**config.mk**
```make
export PLATFORM = sky130hd
export DESIGN_NAME = rv_decode_stage
export DESIGN_NICKNAME = d
export VERILOG_FILES = /design/src/rtl/rv_decode_stage.sv
export SDC_FILE = /design/constraint.sdc
export NUM_CORES = 1
export LEC_CHECK = 0
export ABC_CLOCK_PERIOD_IN_PS = 5170
export BUFFER_PORTS_ARGS = -buffer_cell sky130_fd_sc_hd__buf_2
export CAP_MARGIN = 20
export CORE_ASPECT_RATIO = 0.5
export CORE_UTILIZATION = 41
export DETAILED_ROUTE_END_ITERATION = 8
export SYNTH_ARGS = -nofsm -noshare
export SYNTH_HDL_FRONTEND = slang
export SYNTH_SLANG_ARGS = --single-unit
```
**constraint.sdc**
```tcl
create_clock -name clk -period 5.17 [get_ports clk]
set_input_delay 0 -clock clk [delete_from_list [all_inputs] [get_ports clk]]
set_output_delay 0 -clock clk [all_outputs]
set_load 0.01 [all_outputs]
```
**src/rtl/rv_decode_stage.sv**
```systemverilog
// Buffered RV32/RV64 decode stage: decodes incoming words and queues them in a
// DEPTH-entry FIFO toward execute. Optional M-extension decode: DECODE_M_EXT_EN.
module rv_decode_stage #(
  parameter int XLEN  = 32,
  parameter int DEPTH = 2,
  parameter int PC_W  = 32
) (
  input  logic                     clk,
  input  logic                     rst_n,
  input  logic                     flush,
  input  logic                     in_valid,
  output logic                     in_ready,
  input  logic [31:0]              in_instr,
  input  logic [PC_W-1:0]          in_pc,
  output logic                     out_valid,
  input  logic                     out_ready,
  output logic [PC_W-1:0]          out_pc,
  output logic [4:0]               out_rd,
  output logic [4:0]               out_rs1,
  output logic [4:0]               out_rs2,
  output logic [XLEN-1:0]          out_imm,
  output logic                     out_reg_write,
  output logic                     out_mem_read,
  output logic                     out_mem_write,
  output logic                     out_branch,
  output logic                     out_jump,
  output logic                     out_alu_src,
  output logic                     out_mem_to_reg,
  output logic [2:0]               out_funct3,
  output logic [3:0]               out_alu_ctrl,
  output logic                     out_illegal,
  output logic                     out_muldiv,
  output logic [$clog2(DEPTH):0]   count
);

  localparam int AW = $clog2(DEPTH);
  localparam int CW = AW + 1;

  localparam logic [6:0] OPC_LOAD   = 7'b0000011;
  localparam logic [6:0] OPC_STORE  = 7'b0100011;
  localparam logic [6:0] OPC_BRANCH = 7'b1100011;
  localparam logic [6:0] OPC_OPIMM  = 7'b0010011;
  localparam logic [6:0] OPC_OP     = 7'b0110011;
  localparam logic [6:0] OPC_LUI    = 7'b0110111;
  localparam logic [6:0] OPC_AUIPC  = 7'b0010111;
  localparam logic [6:0] OPC_JAL    = 7'b1101111;
  localparam logic [6:0] OPC_JALR   = 7'b1100111;

  localparam logic [3:0] ALU_ADD   = 4'd0;
  localparam logic [3:0] ALU_SUB   = 4'd1;
  localparam logic [3:0] ALU_SLL   = 4'd2;
  localparam logic [3:0] ALU_SLT   = 4'd3;
  localparam logic [3:0] ALU_SLTU  = 4'd4;
  localparam logic [3:0] ALU_XOR   = 4'd5;
  localparam logic [3:0] ALU_SRL   = 4'd6;
  localparam logic [3:0] ALU_SRA   = 4'd7;
  localparam logic [3:0] ALU_OR    = 4'd8;
  localparam logic [3:0] ALU_AND   = 4'd9;
  localparam logic [3:0] ALU_PASSB = 4'd10;

  typedef struct packed {
    logic [PC_W-1:0] pc;
    logic [4:0]      rd;
    logic [4:0]      rs1;
    logic [4:0]      rs2;
    logic [XLEN-1:0] imm;
    logic            reg_write;
    logic            mem_read;
    logic            mem_write;
    logic            branch;
    logic            jump;
    logic            alu_src;
    logic            mem_to_reg;
    logic [2:0]      funct3;
    logic [3:0]      alu_ctrl;
    logic            illegal;
`ifdef DECODE_M_EXT_EN
    logic            muldiv;
`endif
  } entry_t;

  function automatic logic [3:0] alu_of(input logic [2:0] f3, input logic alt);
    case (f3)
      3'b000:  alu_of = alt ? ALU_SUB : ALU_ADD;
      3'b001:  alu_of = ALU_SLL;
      3'b010:  alu_of = ALU_SLT;
      3'b011:  alu_of = ALU_SLTU;
      3'b100:  alu_of = ALU_XOR;
      3'b101:  alu_of = alt ? ALU_SRA : ALU_SRL;
      3'b110:  alu_of = ALU_OR;
      default: alu_of = ALU_AND;
    endcase
  endfunction

  logic [6:0]      opc;
  logic [2:0]      f3;
  logic [6:0]      f7;
  logic [6:0]      shift_f7;
  logic [XLEN-1:0] imm_i, imm_s, imm_b, imm_u, imm_j;
  logic            ill;
  entry_t          dec;

  assign opc   = in_instr[6:0];
  assign f3    = in_instr[14:12];
  assign f7    = in_instr[31:25];
  // RV64 shifts borrow instr[25] as shamt[5], so only the upper six bits qualify.
  assign shift_f7 = (XLEN == 64) ? {in_instr[31:26], 1'b0} : in_instr[31:25];

  assign imm_i = XLEN'($signed(in_instr[31:20]));
  assign imm_s = XLEN'($signed({in_instr[31:25], in_instr[11:7]}));
  assign imm_b = XLEN'($signed({in_instr[31], in_instr[7], in_instr[30:25],
                                in_instr[11:8], 1'b0}));
  assign imm_u = XLEN'($signed({in_instr[31:12], 12'b0}));
  assign imm_j = XLEN'($signed({in_instr[31], in_instr[19:12], in_instr[20],
                                in_instr[30:21], 1'b0}));

  always_comb begin
    dec        = '0;
    dec.pc     = in_pc;
    dec.rd     = in_instr[11:7];
    dec.rs1    = in_instr[19:15];
    dec.rs2    = in_instr[24:20];
    dec.funct3 = f3;
    ill        = 1'b0;
    case (opc)
      OPC_LOAD: begin
        dec.reg_write  = 1'b1;
        dec.mem_read   = 1'b1;
        dec.mem_to_reg = 1'b1;
        dec.alu_src    = 1'b1;
        dec.imm        = imm_i;
        ill            = (f3 == 3'b011) || (f3[2:1] == 2'b11);
      end
      OPC_STORE: begin
        dec.mem_write = 1'b1;
        dec.alu_src   = 1'b1;
        dec.imm       = imm_s;
        ill           = (f3 >= 3'b011);
      end
      OPC_BRANCH: begin
        dec.branch = 1'b1;
        dec.imm    = imm_b;
        case (f3[2:1])
          2'b00:   dec.alu_ctrl = ALU_SUB;
          2'b10:   dec.alu_ctrl = ALU_SLT;
          2'b11:   dec.alu_ctrl = ALU_SLTU;
          default: ill = 1'b1;
        endcase
      end
      OPC_OPIMM: begin
        dec.reg_write = 1'b1;
        dec.alu_src   = 1'b1;
        dec.imm       = imm_i;
        dec.alu_ctrl  = alu_of(f3, in_instr[30] & (f3 == 3'b101));
        if (f3 == 3'b001 || f3 == 3'b101)
          ill = !(shift_f7 == 7'b0000000 || shift_f7 == 7'b0100000);
      end
      OPC_OP: begin
        if (f7 == 7'b0000000 || f7 == 7'b0100000) begin
          dec.reg_write = 1'b1;
          dec.alu_ctrl  = alu_of(f3, in_instr[30]);
        end else if (f7 == 7'b0000001) begin
`ifdef DECODE_M_EXT_EN
          dec.reg_write = 1'b1;
          dec.muldiv    = 1'b1;
          dec.alu_ctrl  = ALU_ADD;
`else
          ill = 1'b1;
`endif
        end else begin
          ill = 1'b1;
        end
      end
      OPC_LUI: begin
        dec.reg_write = 1'b1;
        dec.alu_src   = 1'b1;
        dec.alu_ctrl  = ALU_PASSB;
        dec.imm       = imm_u;
      end
      OPC_AUIPC: begin
        dec.reg_write = 1'b1;
        dec.alu_src   = 1'b1;
        dec.imm       = imm_u;
      end
      OPC_JAL: begin
        dec.reg_write = 1'b1;
        dec.alu_src   = 1'b1;
        dec.jump      = 1'b1;
        dec.imm       = imm_j;
      end
      OPC_JALR: begin
        dec.reg_write = 1'b1;
        dec.alu_src   = 1'b1;
        dec.jump      = 1'b1;
        dec.imm       = imm_i;
      end
      default: ill = 1'b1;
    endcase
    if (ill) begin
      dec.reg_write  = 1'b0;
      dec.mem_read   = 1'b0;
      dec.mem_write  = 1'b0;
      dec.branch     = 1'b0;
      dec.jump       = 1'b0;
      dec.alu_src    = 1'b0;
      dec.mem_to_reg = 1'b0;
      dec.alu_ctrl   = ALU_ADD;
`ifdef DECODE_M_EXT_EN
      dec.muldiv     = 1'b0;
`endif
    end
    dec.illegal = ill;
  end

  entry_t          mem [DEPTH];
  logic [AW-1:0]   wr_ptr, rd_ptr;
  logic            push, pop;
  entry_t          head;

  assign in_ready  = (count != CW'(DEPTH));
  assign out_valid = (count != '0);
  assign push      = in_valid & in_ready & ~flush;
  assign pop       = out_valid & out_ready & ~flush;

  always_ff @(posedge clk) begin
    if (!rst_n) begin
      wr_ptr <= '0;
      rd_ptr <= '0;
      count  <= '0;
    end else if (flush) begin
      wr_ptr <= '0;
      rd_ptr <= '0;
      count  <= '0;
    end else begin
      if (push) wr_ptr <= wr_ptr + 1'b1;
      if (pop)  rd_ptr <= rd_ptr + 1'b1;
      case ({push, pop})
        2'b10:   count <= count + 1'b1;
        2'b01:   count <= count - 1'b1;
        default: count <= count;
      endcase
    end
  end

  // Storage needs no reset: an entry is only visible once count covers it.
  always_ff @(posedge clk) begin
    if (push) mem[wr_ptr] <= dec;
  end

  assign head = out_valid ? mem[rd_ptr] : '0;

  assign out_pc         = head.pc;
  assign out_rd         = head.rd;
  assign out_rs1        = head.rs1;
  assign out_rs2        = head.rs2;
  assign out_imm        = head.imm;
  assign out_reg_write  = head.reg_write;
  assign out_mem_read   = head.mem_read;
  assign out_mem_write  = head.mem_write;
  assign out_branch     = head.branch;
  assign out_jump       = head.jump;
  assign out_alu_src    = head.alu_src;
  assign out_mem_to_reg = head.mem_to_reg;
  assign out_funct3     = head.funct3;
  assign out_alu_ctrl   = head.alu_ctrl;
  assign out_illegal    = head.illegal;
`ifdef DECODE_M_EXT_EN
  assign out_muldiv     = head.muldiv;
`else
  assign out_muldiv     = 1'b0;
`endif

endmodule

```
==> results by group <==
Synth
  – Netlist cell types: 64
  – Post-synthesis net count: 627
  – Syn avg cell area: 14.6 um2
  – Ys flop type: edfxtp_1
  – Syn Std Cell Area: 8150 um2
  – Post-synth top area cell: edfxtp_1
  – YS warnings: 0
  – Async S/R FF share, synth: 0%
  – Top post-synthesis cells by area: edfxtp_1 (68%), mux2i_1 (11%), nor2_1 (5.2%)
  – Post-Synthesis Cells: 557
  – Synth top area share: 68.5%
  – Sequential cell area fraction in the yosys report: 69.7%
  – Register bit total from synthesis: 191
  – EDFF count, synth: 186

Cells and area
  – Share of post-route cells with drive strength above 1: 28.8%
  – Filler cells: 1,657
  – Antenna fix cells: 0
  – Final nets: 846
  – Commonest non-fill, non-tap cell in the layout: edfxtp_1
  – Post-layout util: 53.5%
  – Commonest non-fill, non-tap cells in the layout: edfxtp_1 (186), buf_2 (166), nor2_1 (109)
  – Fin cells: 1,055
  – Post-route cell area: 10,400 um2
  – Syn-to-layout area delta: 27.7%

Global route
  – Initial antenna violation count: 0
  – Global route overflow: 0
  – Largest net degree at the start of global routing: 94
  – GRT met3 Usage: 3.51%
  – Vias in the first global route: 4,905
  – GR Util met2: 27.9%
  – First-pass GRT wire length: 26,400 um
  – Tot GR Track Use: 17.1%
  – Busiest layer in global routing: met2
  – Met1 Use GR: 23.3%

Setup path
  – Crit path max-delay family: buffers and inverters
  – CP Launch Type: flop
  – Critical path's slowest cell: dfxtp_4
  – Setup CP Type: reg2out
  – Worst EP arrival: 2.72 ns
  – Flop2flop setup slack: 2.52 ns
  – Worst R2R Path Depth: 5
  – Reg-to-reg startpoint: count[0]$_SDFFE_PP0P_
  – Reg2reg end: mem[0][37]$_DFFE_PP_
  – Req. time, crit path: 5.17 ns
  – Critical path cell sequence: buf_4 > mux2i_1 > nor2_1 > buf_2
  – CP max FO: 50
  – Critical Path Max Stage Delay: 0.86 ns
  – Critical path endpoint category: output port
  – Buf+Inv Stages, Crit Path: 2

Timing
  – Final worst slack: 2.45 ns
  – Worst-margin pin slew: 1.04 ns
  – Fmax: 0.367 GHz
  – Worst hold margin: 0.0344 ns
  – Final period utilization: 52.7%
  – Final Max Slew Viols: 0
  – Setup Viol. Count Final: 0
  – RSZ-0062 raised after global routing: false
  – Worst Clk Skew: 0.0130 ns
  – Relative slew margins: 30.5%
  – Final-report hold violation count: 0
  – Final TNS setup: 0 ns
  – Crit path time final: 2.72 ns

Min path
  – Hold_sp: in_instr[31]
  – Hold-critical path depth: 3
  – Min-delay worst type: in2reg
  – End of the worst hold path: mem[0][46]$_DFFE_PP_

Clocking
  – H-tree levels: 4
  – Reg clk slew, reported paths: 0.07 ns
  – Clock Sinks: 191
  – Clock Path Buffers: 2
  – Hold_buf cts: 60
  – Clock buffer count from CTS: 17
  – Cts repair resizes: 0
  – Root Buffer Master: clkbuf_16
  – Clock latency on the worst-skew pair: 0.43 ns
  – Setup Fix Bufs, Post-CTS: 0
  – CTS tree: done

Place
  – Pre-CTS setup slack: 2.53 ns
  – RePlAce Congestion: 0.825
  – Port Buffers: 166
  – Placed inst area: 9230 um2
  – Post-DP HPWL: 11,100 um
  – Placed insts: 963

Drt
  – Final wirelength: 17,700 um
  – DR vias: 5,233
  – DR iter-0 viols: 380
  – Routed WL per cell: 16.7 um
  – Detail Route Antenna Nets: 0
  – Via-per-instance ratio: 4.96
  – # DRC: 0
  – Drt first pass iters: 4

Power
  – Maximum vdd ir drop: 0.182 mV
  – Pwr Density: 313 nW/um2
  – Overall Power: 3.26 mW
  – Leakage: 3.87 nW

Die
  – Height of the die: 102 um
  – Starting density of the core: 41.9%
  – DIE AREA: 20,500 um2
  – Ports: 168
  – DIE WIDTH: 201 um
  – Row cnt: 36
  – Core footprint: 19,500 um2

Run status
  – Outcome: finished clean

Flow run
  – Max-Cap Viols: 0
-- how the worst max path moves through the flow --
stage / startpoint / to / slack [ns] / depth (start not counted)
global placement: count[0]$_SDFFE_PP0P_ / mem[1][46]$_DFFE_PP_ / 2.57 / 5
finish: flop / out_imm[14] / 2.45 / 4
global route: flop / out_imm[30] / 2.23 / 4
floorplan: count[0]$_SDFFE_PP0P_ / mem[0][0]$_DFFE_PP_ / -0.08 / 3
CTS: flop / out_mem_read / 2.34 / 4
detailed placement: count[0]$_SDFFE_PP0P_ / mem[0][47]$_DFFE_PP_ / 2.53 / 5
-- registers in the layout (all words and copies together) (netlist names), named ones only --
| name | flops |
|---|---|
| rd_ptr | 1 |
| wr_ptr | 1 |
| count | 2 |
| mem | 186 |
-- per-layer routing --
layer | vias to the layer above | routed length [um]
met4 | 0 | 209
met3 | 17 | 549
met2 | 105 | 8580
li1 | 2520 | -
met1 | 2591 | 8310
met5 | - | 0
-- cells in the mapped netlist, types with 2 or more instances --
library cell,n
and2_1,7
xor2_1,2
edfxtp_1,186
nor2_1,112
a21oi_1,6
dfxtp_1,5
nand2b_1,3
nand4bb_1,2
o21ai_0,2
nand2_1,5
inv_1,7
nor3_1,3
xnor2_1,2
a221oi_1,2
or3_1,2
a32oi_1,2
nand3_1,3
a21o_2,3
a211oi_1,2
nand4b_1,2
clkbuf_1,12
nor4_2,2
mux2i_1,93
buf_4,6
nor4_1,3
a22o_1,4
buf_2,13
o32ai_1,3
and3_1,2
nand3b_1,4
mux2_2,2
a21o_1,18
nor2b_1,6
-- cell families after synthesis --
| family | count (synthesis) | share of synthesized area, % |
|---|---|---|
| compound gates | 59 | 5.83 |
| other cells | 1 | 0.0460 |
| flops | 191 | 69.7 |
| mux | 95 | 11.7 |
| fa+ha+maj | 1 | 0.153 |
| buf+inv | 40 | 2.42 |
| xor+xnor | 4 | 0.430 |
| simple gates | 166 | 9.70 |
-- where the power goes --
| group | total, mW | internal (mW) | switching (mW) |
|---|---|---|---|
| clock | 1.29 | 0.721 | 0.567 |
| sequential | 1.74 | 1.73 | 0.0106 |
| combinational | 0.227 | 0.0976 | 0.129 |
| total | 3.26 | 2.55 | 0.707 |
-- worst reg2reg max path, cell delays in order (launching register included) --
cell and delay, ns:
dfxtp_1 0.46, nand2b_1 0.16, nand3b_1 0.24, nor2_4 0.14, buf_4 0.48, buf_4 0.73
-- cell type report --
class / count / area [um2] / area share (%)
multi-input cells: 326 / 2290 / 22.0
clock inverters: 14 / 154 / 1.48
well taps: 266 / 333 / 3.20
flip-flops and latches: 191 / 5690 / 54.7
clock buffers: 18 / 429 / 4.12
inverters: 7 / 26.3 / 0.252
repair buffers: 233 / 1480 / 14.3
Note: power is estimated with default switching activity, not from simulation.
